### src/rtl/alu_pkg.sv
// Shared ALU types: operation codes, default datapath width and muldiv FSM states.
package alu_pkg;

    localparam int unsigned XLEN_DEFAULT = 32;

    typedef enum logic [4:0] {
        AluAdd    = 5'b00000,
        AluSub    = 5'b00001,
        AluAnd    = 5'b00010,
        AluOr     = 5'b00011,
        AluXor    = 5'b00100,
        AluSll    = 5'b00101,
        AluSrl    = 5'b00110,
        AluSra    = 5'b00111,
        AluSlt    = 5'b01000,
        AluSltu   = 5'b01001,
        AluLui    = 5'b01010,
        AluMul    = 5'b10100,
        AluMulh   = 5'b10101,
        AluMulhsu = 5'b10110,
        AluMulhu  = 5'b10111,
        AluDiv    = 5'b11000,
        AluDivu   = 5'b11001,
        AluRem    = 5'b11010,
        AluRemu   = 5'b11011
    } alu_op_e;

    typedef enum logic [1:0] {
        StIdle,
        StCalc,
        StDone
    } muldiv_state_e;

endpackage

### src/rtl/muldiv_iter.sv
// One radix-2 step per enable: shift-add multiply or restoring shift-subtract divide.
// Divider step is present only when ALU_MULDIV_DIV_EN is defined.
module muldiv_iter #(
    parameter int unsigned XLEN = 32
) (
    input  logic              clk,
    input  logic              rst_n,
    input  logic              load,
    input  logic              en,
    input  logic              is_div,
    input  logic [XLEN-1:0]   a,
    input  logic [XLEN-1:0]   b,
    output logic [2*XLEN-1:0] acc_nxt
);
    logic [2*XLEN-1:0] acc_q;
    logic [XLEN:0]     sum;
`ifdef ALU_MULDIV_DIV_EN
    logic [XLEN:0]     diff;
`else
    logic              unused_div;
    assign unused_div = is_div;
`endif

    // Multiply: upper half accumulates, multiplier bits retire from the bottom.
    // Divide: remainder in the upper half, quotient bits shift in at the bottom.
    always_comb begin
        sum     = {1'b0, acc_q[2*XLEN-1:XLEN]} + (acc_q[0] ? {1'b0, b} : '0);
        acc_nxt = {sum, acc_q[XLEN-1:1]};
`ifdef ALU_MULDIV_DIV_EN
        diff = acc_q[2*XLEN-1:XLEN-1] - {1'b0, b};
        if (is_div) begin
            acc_nxt = diff[XLEN] ? {acc_q[2*XLEN-2:0], 1'b0}
                                 : {diff[XLEN-1:0], acc_q[XLEN-2:0], 1'b1};
        end
`endif
    end

    always_ff @(posedge clk or negedge rst_n) begin
        if (!rst_n) begin
            acc_q <= '0;
        end else if (load) begin
            acc_q <= {{XLEN{1'b0}}, a};
        end else if (en) begin
            acc_q <= acc_nxt;
        end
    end

endmodule

### src/rtl/alu_muldiv.sv
// Iterative RV32M multiply/divide unit with valid/ready handshake and flush.
// Division codes are supported only when ALU_MULDIV_DIV_EN is defined.
module alu_muldiv
    import alu_pkg::*;
#(
    parameter int unsigned XLEN = XLEN_DEFAULT,
    parameter int unsigned OPW  = 5
) (
    input  logic            clk,
    input  logic            rst_n,
    input  logic            in_valid,
    output logic            in_ready,
    input  logic [XLEN-1:0] op1,
    input  logic [XLEN-1:0] op2,
    input  logic [OPW-1:0]  alu_control,
    input  logic            flush,
    output logic            out_valid,
    input  logic            out_ready,
    output logic [XLEN-1:0] result,
    output logic            illegal_op,
    output logic            busy
);
    localparam int unsigned CW = $clog2(XLEN) + 1;

    muldiv_state_e     state;
    logic [CW-1:0]     cnt;
    logic [XLEN-1:0]   res_q, mag_b_q;
    logic              ill_q, hi_q, neg_q;

    logic              dec_legal, dec_hi, sa, sb, special, accept, start, step_en, is_div;
    logic [XLEN-1:0]   spec_res, mag_a, mag_b, fin_res;
    logic [2*XLEN-1:0] acc_nxt, prod;
`ifdef ALU_MULDIV_DIV_EN
    logic              dec_div, dec_rem, dec_sgn, div_q, rem_q, rneg_q;
    logic [XLEN-1:0]   quo, rem;
`endif

    always_comb begin
        dec_legal = 1'b0;
        dec_hi    = 1'b0;
        sa        = 1'b0;
        sb        = 1'b0;
        special   = 1'b0;
        spec_res  = '0;
`ifdef ALU_MULDIV_DIV_EN
        dec_div   = 1'b0;
        dec_rem   = 1'b0;
        dec_sgn   = 1'b0;
`endif
        case (alu_control)
            OPW'(AluMul):    dec_legal = 1'b1;
            OPW'(AluMulh):   begin dec_legal = 1'b1; dec_hi = 1'b1;
                                   sa = op1[XLEN-1]; sb = op2[XLEN-1]; end
            OPW'(AluMulhsu): begin dec_legal = 1'b1; dec_hi = 1'b1; sa = op1[XLEN-1]; end
            OPW'(AluMulhu):  begin dec_legal = 1'b1; dec_hi = 1'b1; end
`ifdef ALU_MULDIV_DIV_EN
            OPW'(AluDiv):    begin dec_legal = 1'b1; dec_div = 1'b1; dec_sgn = 1'b1; end
            OPW'(AluDivu):   begin dec_legal = 1'b1; dec_div = 1'b1; end
            OPW'(AluRem):    begin dec_legal = 1'b1; dec_div = 1'b1; dec_rem = 1'b1;
                                   dec_sgn = 1'b1; end
            OPW'(AluRemu):   begin dec_legal = 1'b1; dec_div = 1'b1; dec_rem = 1'b1; end
`endif
            default: ;
        endcase
`ifdef ALU_MULDIV_DIV_EN
        if (dec_sgn) begin
            sa = op1[XLEN-1];
            sb = op2[XLEN-1];
        end
        // Divide-by-zero and signed overflow resolve without iterating.
        if (dec_div && op2 == '0) begin
            special  = 1'b1;
            spec_res = dec_rem ? op1 : '1;
        end else if (dec_sgn && op1 == {1'b1, {(XLEN-1){1'b0}}} && op2 == '1) begin
            special  = 1'b1;
            spec_res = dec_rem ? '0 : op1;
        end
`endif
        mag_a = sa ? -op1 : op1;
        mag_b = sb ? -op2 : op2;
    end

    assign accept  = in_valid & in_ready & ~flush;
    assign start   = accept & dec_legal & ~special;
    assign step_en = (state == StCalc) & ~flush;
`ifdef ALU_MULDIV_DIV_EN
    assign is_div  = div_q;
`else
    assign is_div  = 1'b0;
`endif

    muldiv_iter #(
        .XLEN(XLEN)
    ) u_iter (
        .clk    (clk),
        .rst_n  (rst_n),
        .load   (start),
        .en     (step_en),
        .is_div (is_div),
        .a      (mag_a),
        .b      (mag_b_q),
        .acc_nxt(acc_nxt)
    );

    // Sign correction is folded into the last iteration's result.
    always_comb begin
        prod    = neg_q ? -acc_nxt : acc_nxt;
        fin_res = hi_q ? prod[2*XLEN-1:XLEN] : prod[XLEN-1:0];
`ifdef ALU_MULDIV_DIV_EN
        quo = acc_nxt[XLEN-1:0];
        rem = acc_nxt[2*XLEN-1:XLEN];
        if (div_q) begin
            fin_res = rem_q ? (rneg_q ? -rem : rem) : (neg_q ? -quo : quo);
        end
`endif
    end

    always_ff @(posedge clk or negedge rst_n) begin
        if (!rst_n) begin
            state   <= StIdle;
            cnt     <= '0;
            res_q   <= '0;
            ill_q   <= 1'b0;
            hi_q    <= 1'b0;
            neg_q   <= 1'b0;
            mag_b_q <= '0;
`ifdef ALU_MULDIV_DIV_EN
            div_q   <= 1'b0;
            rem_q   <= 1'b0;
            rneg_q  <= 1'b0;
`endif
        end else if (flush) begin
            state <= StIdle;
            cnt   <= '0;
            res_q <= '0;
            ill_q <= 1'b0;
        end else begin
            case (state)
                StIdle: if (in_valid) begin
                    cnt   <= '0;
                    ill_q <= ~dec_legal;
                    if (!dec_legal || special) begin
                        state <= StDone;
                        res_q <= spec_res;
                    end else begin
                        state   <= StCalc;
                        hi_q    <= dec_hi;
                        neg_q   <= sa ^ sb;
                        mag_b_q <= mag_b;
`ifdef ALU_MULDIV_DIV_EN
                        div_q   <= dec_div;
                        rem_q   <= dec_rem;
                        rneg_q  <= sa;
`endif
                    end
                end
                StCalc: begin
                    cnt <= cnt + 1'b1;
                    if (cnt == CW'(XLEN - 1)) begin
                        state <= StDone;
                        res_q <= fin_res;
                    end
                end
                StDone: if (out_ready) state <= StIdle;
                default: state <= StIdle;
            endcase
        end
    end

    assign in_ready   = (state == StIdle);
    assign busy       = (state != StIdle);
    assign out_valid  = (state == StDone);
    assign result     = res_q;
    assign illegal_op = ill_q;

endmodule

### config.mk
export PLATFORM = sky130hd
export DESIGN_NAME = alu_muldiv
export DESIGN_NICKNAME = d
export VERILOG_FILES = /design/src/rtl/alu_pkg.sv /design/src/rtl/muldiv_iter.sv /design/src/rtl/alu_muldiv.sv
export SDC_FILE = /design/constraint.sdc
export NUM_CORES = 1
export LEC_CHECK = 0
export CORE_UTILIZATION = 45
export CTS_BUF_LIST = sky130_fd_sc_hd__clkbuf_16
export DETAILED_ROUTE_END_ITERATION = 10
export PLACE_DENSITY = 0.76
export SYNTH_ARGS = -nofsm -noshare
export SYNTH_HDL_FRONTEND = slang
export SYNTH_SLANG_ARGS = --single-unit
export TNS_END_PERCENT = 20
### constraint.sdc
create_clock -name clk -period 3.9 [get_ports clk]
set_input_delay 0.585 -clock clk [delete_from_list [all_inputs] [get_ports clk]]
set_output_delay 0.585 -clock clk [all_outputs]
set_load 0.005 [all_outputs]
==> flow_summary.yaml, run 1 <==
outcome:
  outcome: "completed"
min_path:
  holdCritPathClass: "input pin to async pin"
clock_network:
  clock_latency_ps: 430
  h-tree-depth: 4
  cts.sinks: 139
  cts_buffers: 17
  cts-root-buf: "clkbuf_16"
  clk_pin_slew_worst_paths_ps: 60
  cts_tree: "built"
  clock_path_buffers: 2
routing:
  routed-wl-met3_mm: 1.23
  vias: 9882
  drc_errors: 0
  antenna_left: 0
  dr.max_layer_used: "met4"
  drt_pre_antenna_iters: 6
  wl_met1_mm: 12.3
  via_per_inst: 5.83
  routed_wl_mm: 28.9
  drtIter0Drc: 748
  wl_met2_mm: 14.2
  wire_per_inst_um: 17.0
timing:
  worst_clock_skew_ps: 8.83
  hold_viol_final: 0
  worst_slew_pin_slew_ps: 1110
  fin_setup_tns_ps: 0
  whs_ps: 226
  max_clock_freq_mhz: 260
  fin_crit_ps: 3850
  max-slew-margin-rel_pct: 26.1
  final_max_slew_viol_count: 0
  setup_violations: 0
  grt_setup_unrepaired: "true"
  period_share_pct: 98.8
logic_synthesis:
  synthArstFlopShare_pct: 100
  avgSynthCellArea_um2: 8.19
  ys_ff_latch: 139
  yosysWarnings: 0
  syn_nets: 1343
  synth_area_um2: 10100
  synth_edf_count: 0
  synthCells: 1232
  post_synth_num_cell_types: 68
  seq_area_frac_synth_pct: 34.5
  synthFlopType: "dfrtp_1"
finish:
  finish.utilization_pct: 59.7
  final_nets: 1512
  num-fill-cells: 1898
  stdcell_area_um2: 13100
  syn2layout_area_growth_pct: 29.6
  diodes: 0
  drive_gt1_share_pct: 14.5
power:
  switching_share_pct: 36.3
  power.total_mw: 5.71
  seq_power_share_pct: 33.7
  peakVddDrop_mv: 0.305
  internal-power_mw: 3.64
  p_switching_mw: 2.07
  power.leakage_nw: 5.61
  combPwrFrac_pct: 37.9
  pwr_density_cell_nw_per_um2: 437
  clockPowerShare_pct: 28.4
floorplan:
  design.core.area_um2: 21900
  die_area_um2: 23000
  die_h_um: 152
  start_util_pct: 46.1
  die_w_um: 152
  num_rows: 54
  ios: 110
placement:
  hpwl_mm: 21.3
  io_buffers: 109
  placed_cell_area_um2: 12100
  place_congestion: 0.905
worst_setup_path:
  critPathKind: "flip-flop to flip-flop"
  regToRegEndpoint: "result[28]$_DFFE_PN0P_"
  slowest_delay_ps: 490
  worstPathArrival_ps: 4120
  reg2reg_depth: 16
  path_delay_family: "compound AO/OA/AOI/OAI gates"
  r2r_start: "u_iter.acc_q[0]$_DFFE_PN0P_"
  required_ps: 4170
  crit_slowest_cell: "or4b_4"
  worstSetupStartpointType: "flip-flop"
  path_cells: "and2_4, ha_4, fa_2, a21oi_2, o211ai_1, a211oi_2, buf_4, o31ai_4, a21o_1, xor2_1, or4b_4, nand4b_1, buf_6, o21ai_1, xnor2_1, o21ai_0"
  path_buf_inv: 2
  rrSetupSlack_ps: 50
  endpoint_kind: "flip-flop"
  critPathMaxFanout: 6
grt:
  grt_pass1_vias: 9528
  gr-usage-all-layers_pct: 25.8
  grt_max_degree: 97
  grt_antenna_before_repair: 0
  grt_pass1_wl_mm: 46.6
  grt-ovfl-total: 0
run:
  drv_cap: 0
## power groups by stage
stage | sequential [mW] | combinational, mW | clock, mW
after floorplan | 1.85 | 1.32 | 0
after global placement | 1.92 | 1.93 | 0
after detailed placement | 1.93 | 1.97 | 0
after CTS | 1.91 | 2.07 | 1.63
after global routing | 1.95 | 2.39 | 1.70
final | 1.92 | 2.16 | 1.62
## cell usage in the layout, fill, tap and decap left out, types with 20 or more instances in the layout
cell,instances
clkdlybuf4s50_1,108
o31ai_1,24
a22oi_1,45
nand3_1,44
ha_1,27
buf_4,101
xor2_1,71
xnor2_1,71
inv_1,27
dfrtp_1,138
nor3_1,20
nor2_1,66
nand2_1,166
and2_1,40
o21ai_0,156
a21oi_1,59
## kinds of logic after synthesis
| kind of cell | after synthesis | synth area share, % |
|---|---|---|
| AND/OR/NAND/NOR | 428 | 21.0 |
| AO/OA/AOI/OAI | 389 | 23.5 |
| flip-flops | 139 | 34.5 |
| buffers and inverters | 91 | 3.39 |
| multiplexers | 2 | 0.211 |
| XOR/XNOR | 146 | 12.7 |
| adder cells (fa/ha/maj) | 37 | 4.66 |
## routing by layer
| metal | track usage, % | vias to the layer above |
|---|---|---|
| met5 | 0 | - |
| met4 | 11.7 | 0 |
| met3 | 4.16 | 77 |
| met2 | 42.9 | 284 |
| met1 | 32.7 | 4742 |
| li1 | - | 4779 |
## sequential cells by signal (all words and copies together), names as in the netlist
register	count
neg_q	1
illegal_op	1
state	2
hi_q	1
u_iter.acc_q	64
result	32
mag_b_q	32
cnt	6
## synth_stat cells (21+ instances only)
cell	n	area, um2
a21oi_1	65	325
a22oi_1	46	345
and2_1	42	263
clkbuf_1	61	229
dfrtp_1	139	3480
ha_1	36	450
inv_1	26	97.6
nand2_1	167	627
nand3_1	47	235
nor2_1	67	251
nor3_1	21	105
o21ai_0	163	816
o31ai_1	27	203
xnor2_1	73	639
xor2_1	73	639
## how the worst max path moves through the flow
stage | start | endpoint | slack [ps] | depth (start not counted)
3_5_place_dp | u_iter.acc_q[0]$_DFFE_PN0P_ | result[29]$_DFFE_PN0P_ | -150 | 15
5_1_grt | u_iter.acc_q[0]$_DFFE_PN0P_ | result[31]$_DFFE_PN0P_ | -100 | 16
3_3_place_gp | u_iter.acc_q[0]$_DFFE_PN0P_ | result[31]$_DFFE_PN0P_ | -80 | 15
2_1_floorplan | u_iter.acc_q[0]$_DFFE_PN0P_ | result[31]$_DFFE_PN0P_ | 20 | 15
6_report | u_iter.acc_q[0]$_DFFE_PN0P_ | result[28]$_DFFE_PN0P_ | 50 | 16
4_1_cts | u_iter.acc_q[0]$_DFFE_PN0P_ | result[28]$_DFFE_PN0P_ | 40 | 16
## per-stage QoR
stage	instances	worst slack [ps]
global placement	1648	-78.6
CTS	1685	37.5
detailed placement	1648	-151
finish	1694	48.0
floorplan	1232	21.4
global route	1694	-105
## cell type report
type                       instances  area, um2  share of cell area, %
clock buffer                      17        425                   3.25
clock inverter                    15        158                   1.21
inverter                          27        101                  0.775
multi-input combinational       1002       6660                   50.9
sequential                       139       3480                   26.6
tap                              280        350                   2.68
timing repair buffer             214       1900                   14.5
## what timing repair did
item / 4_1_cts / 5_1_grt
cloned: 0 / 1
hold buffers: 0 / 0
buffers inserted: 5 / 9
pin swaps: 9 / 25
resized for setup: 24 / 37
setup endpoints to repair: 9 / 20
No activity file was read; power rests on OpenSTA's default activity.
==> run 2, diff against run 1 <==
- ABC_AREA: unset -> 1
- PLACE_DENSITY: 0.76 -> 0.75
- SETUP_SLACK_MARGIN: unset -> 0.2
==> flow_summary.yaml, run 2 <==
grt:
  grt_pass1_vias: 12080
  gr-usage-all-layers_pct: 28.6
  grt-ovfl-total: 0
  grt_pass1_wl_mm: 62.9
  grt_antenna_before_repair: 0
  grt_max_degree: 93
timing:
  max-slew-margin-rel_pct: 41.0
  final_max_slew_viol_count: 0
  period_share_pct: 88.0
  worst_clock_skew_ps: 18.7
  max_clock_freq_mhz: 291
  grt_setup_unrepaired: "false"
  fin_setup_tns_ps: 0
  fin_crit_ps: 3430
  whs_ps: 223
  worst_slew_pin_slew_ps: 885
  setup_violations: 0
  hold_viol_final: 0
power:
  pwr_density_cell_nw_per_um2: 452
  power.leakage_nw: 7.41
  peakVddDrop_mv: 0.302
routing:
  wire_per_inst_um: 16.2
  via_per_inst: 5.44
  drtIter0Drc: 1409
  vias: 12935
  routed_wl_mm: 38.5
  drt_pre_antenna_iters: 9
  drc_errors: 10
  antenna_left: 0
logic_synthesis:
  ys_ff_latch: 139
  post_synth_num_cell_types: 53
  netlist.area_leader.share_pct: 28.9
  yosysWarnings: 0
  avgSynthCellArea_um2: 6.20
  yosys-top-cells-count: "nand2_1 (604), inv_1 (303), nand3_1 (169)"
  synth_area_um2: 12000
  synth_edf_count: 0
  synth_area_leaders: "dfrtp_1 (29%), nand2_1 (19%), inv_1 (9.4%)"
  synth_largest_area_cell: "dfrtp_1"
  synthArstFlopShare_pct: 100
  seq_area_frac_synth_pct: 28.9
  synthCells: 1943
  syn_nets: 2054
  yosysMostFrequentCell: "nand2_1"
  synthFlopType: "dfrtp_1"
placement:
  io_buffers: 109
  hpwl_mm: 30.1
  place_congestion: 0.973
clock_network:
  h-tree-depth: 4
  cts-root-buf: "clkbuf_16"
  clk_pin_slew_worst_paths_ps: 70
  clock_path_buffers: 2
  clock_latency_ps: 440
  cts_tree: "built"
  cts_buffers: 17
  postCtsSetupRepairBufs: 0
  cts.sinks: 139
run:
  drv_cap: 0
worst_setup_path:
  critPathKind: "flip-flop to flip-flop"
  worst_path_most_repeated_cell: "nand2_1"
  r2r_start: "u_iter.acc_q[0]$_DFFE_PN0P_"
  startpoint: "u_iter.acc_q[0]$_DFFE_PN0P_"
  rrSetupSlack_ps: 470
  reg2reg_depth: 23
  crit_cells: 23
  regToRegEndpoint: "result[20]$_DFFE_PN0P_"
  path_buf_inv: 5
  slowest_delay_ps: 530
  required_ps: 4260
  crit_path_end: "result[20]$_DFFE_PN0P_"
  crit_slowest_cell: "dfrtp_2"
  worstSetupStartpointType: "flip-flop"
  path_delay_family: "simple AND/OR/NAND/NOR gates"
  worstPathArrival_ps: 3800
  path_cells: "buf_4, nand2_1, inv_1, ha_1, nand2_1, inv_2, nand2_1, nand2_1, inv_1, nand2_1, inv_1, nand2_1, nand2_1, nand2_1, nor2_2, nand2_1, nor2_4, nand2_2, nand2_1, nand3_1, nand3_1, nand2_1, nand2_1"
  endpoint_kind: "flip-flop"
  critPathMaxFanout: 18
outcome:
  outcome: "finished, violations left"
  violations: "DRC"
floorplan:
  start_util_pct: 46.1
  num_rows: 59
  die_h_um: 166
  die_area_um2: 27400
  design.core.area_um2: 26100
  ios: 110
  die_w_um: 166
finish:
  num-fill-cells: 2629
  final_common_cell: "nand2_1"
  multi_input_area_um2: 7160
  finish.utilization_pct: 53.8
  largest_reg_flops: 64
  final_nets: 2141
  largest-register: "u_iter.acc_q"
  drive_gt1_share_pct: 7.00
  syn2layout_area_growth_pct: 16.8
  diodes: 0
  final_cell_mix: "nand2_1 (603), inv_1 (303), nand3_1 (169)"
  ff_latch_area_um2: 3480
min_path:
  holdCritPathClass: "input pin to async pin"
-- run 2: cell types whose count changed after synthesis, sizes merged, moves of 16 or more --
cell / change
nand2: +465
inv: +288
nand3: +129
nor2: +122
xnor2: -63
a22oi: -46
xor2: -42
and2: -37
o21ai: -36
o221ai: +24
o31ai: -22
clkbuf: -16
o41ai: -16
-- run 2: how the worst min path moves through the flow --
stage                                         endpoint  cells after the start                   start  slack, ps
after floorplan                     cnt[0]$_DFFE_PN0P_                      0                   rst_n        290
after global placement          result[28]$_DFFE_PN0P_                      2  result[28]$_DFFE_PN0P_        460
after detailed placement        result[28]$_DFFE_PN0P_                      2  result[28]$_DFFE_PN0P_        470
after CTS                 u_iter.acc_q[60]$_DFFE_PN0P_                      1                   rst_n        260
after global routing      u_iter.acc_q[60]$_DFFE_PN0P_                      1                   rst_n        290
final                     u_iter.acc_q[60]$_DFFE_PN0P_                      1                   rst_n        220
-- run 2: cells by family (layout without fill, tap and decap cells) --
kind of cell    count (synthesis)  count (layout)  share of synthesized area (%)
simple gates                 1084            1084                           39.3
compound gates                270             270                           13.2
fa+ha+maj                      37              37                           3.91
buf+inv                       372             472                           11.7
flops                         139             139                           28.9
xor+xnor                       41              41                           2.98
-- run 2: worst register-to-register path: cells and delay by family, from the launching register on --
kind | cells | cell delay, ps
fa+ha+maj | 1 | 310
buf+inv | 5 | 590
flops | 1 | 530
simple gates | 17 | 1940
-- run 2: what timing repair did --
| action | 4_1_cts | 5_1_grt |
|---|---|---|
| setup endpoints to repair | 0 | 17 |
| resized for setup | 0 | 1 |
| hold buffers | 0 | 0 |
-- run 2: final cells by class --
class,instances,area share [%]
multi-input combinational,1432,50.9
tap,335,2.98
inverter,316,8.43
clock buffer,17,3.03
sequential,139,24.8
timing repair buffer,124,8.57
clock inverter,15,1.31
-- run 2: stage by stage --
stage | worst slack (ps) | cell area (um2) | power [mW] | cells
3_5_place_dp | 406 | 13500 | 4.59 | 2346
5_1_grt | 201 | 14100 | 6.76 | 2378
4_1_cts | 373 | 14100 | 6.31 | 2378
3_3_place_gp | 444 | 13500 | 4.53 | 2346
6_report | 467 | 14100 | 6.36 | 2378
2_1_floorplan | 979 | 12000 | 3.79 | 1943
-- run 2: per-layer routing --
layer / up-vias / part of all wire (%) / track usage (%)
li1: 6400 / - / -
met1: 5931 / 45 / 39.3
met2: 533 / 43 / 43.7
met3: 71 / 8.1 / 6.16
met4: 0 / 3.4 / 11.3
met5: - / 0 / 0
-- run 2: power by group --
part	internal (mW)	switching (mW)
Combinational	0.882	1.77
Sequential	1.71	0.281
Clock	0.969	0.746
Total	3.56	2.80
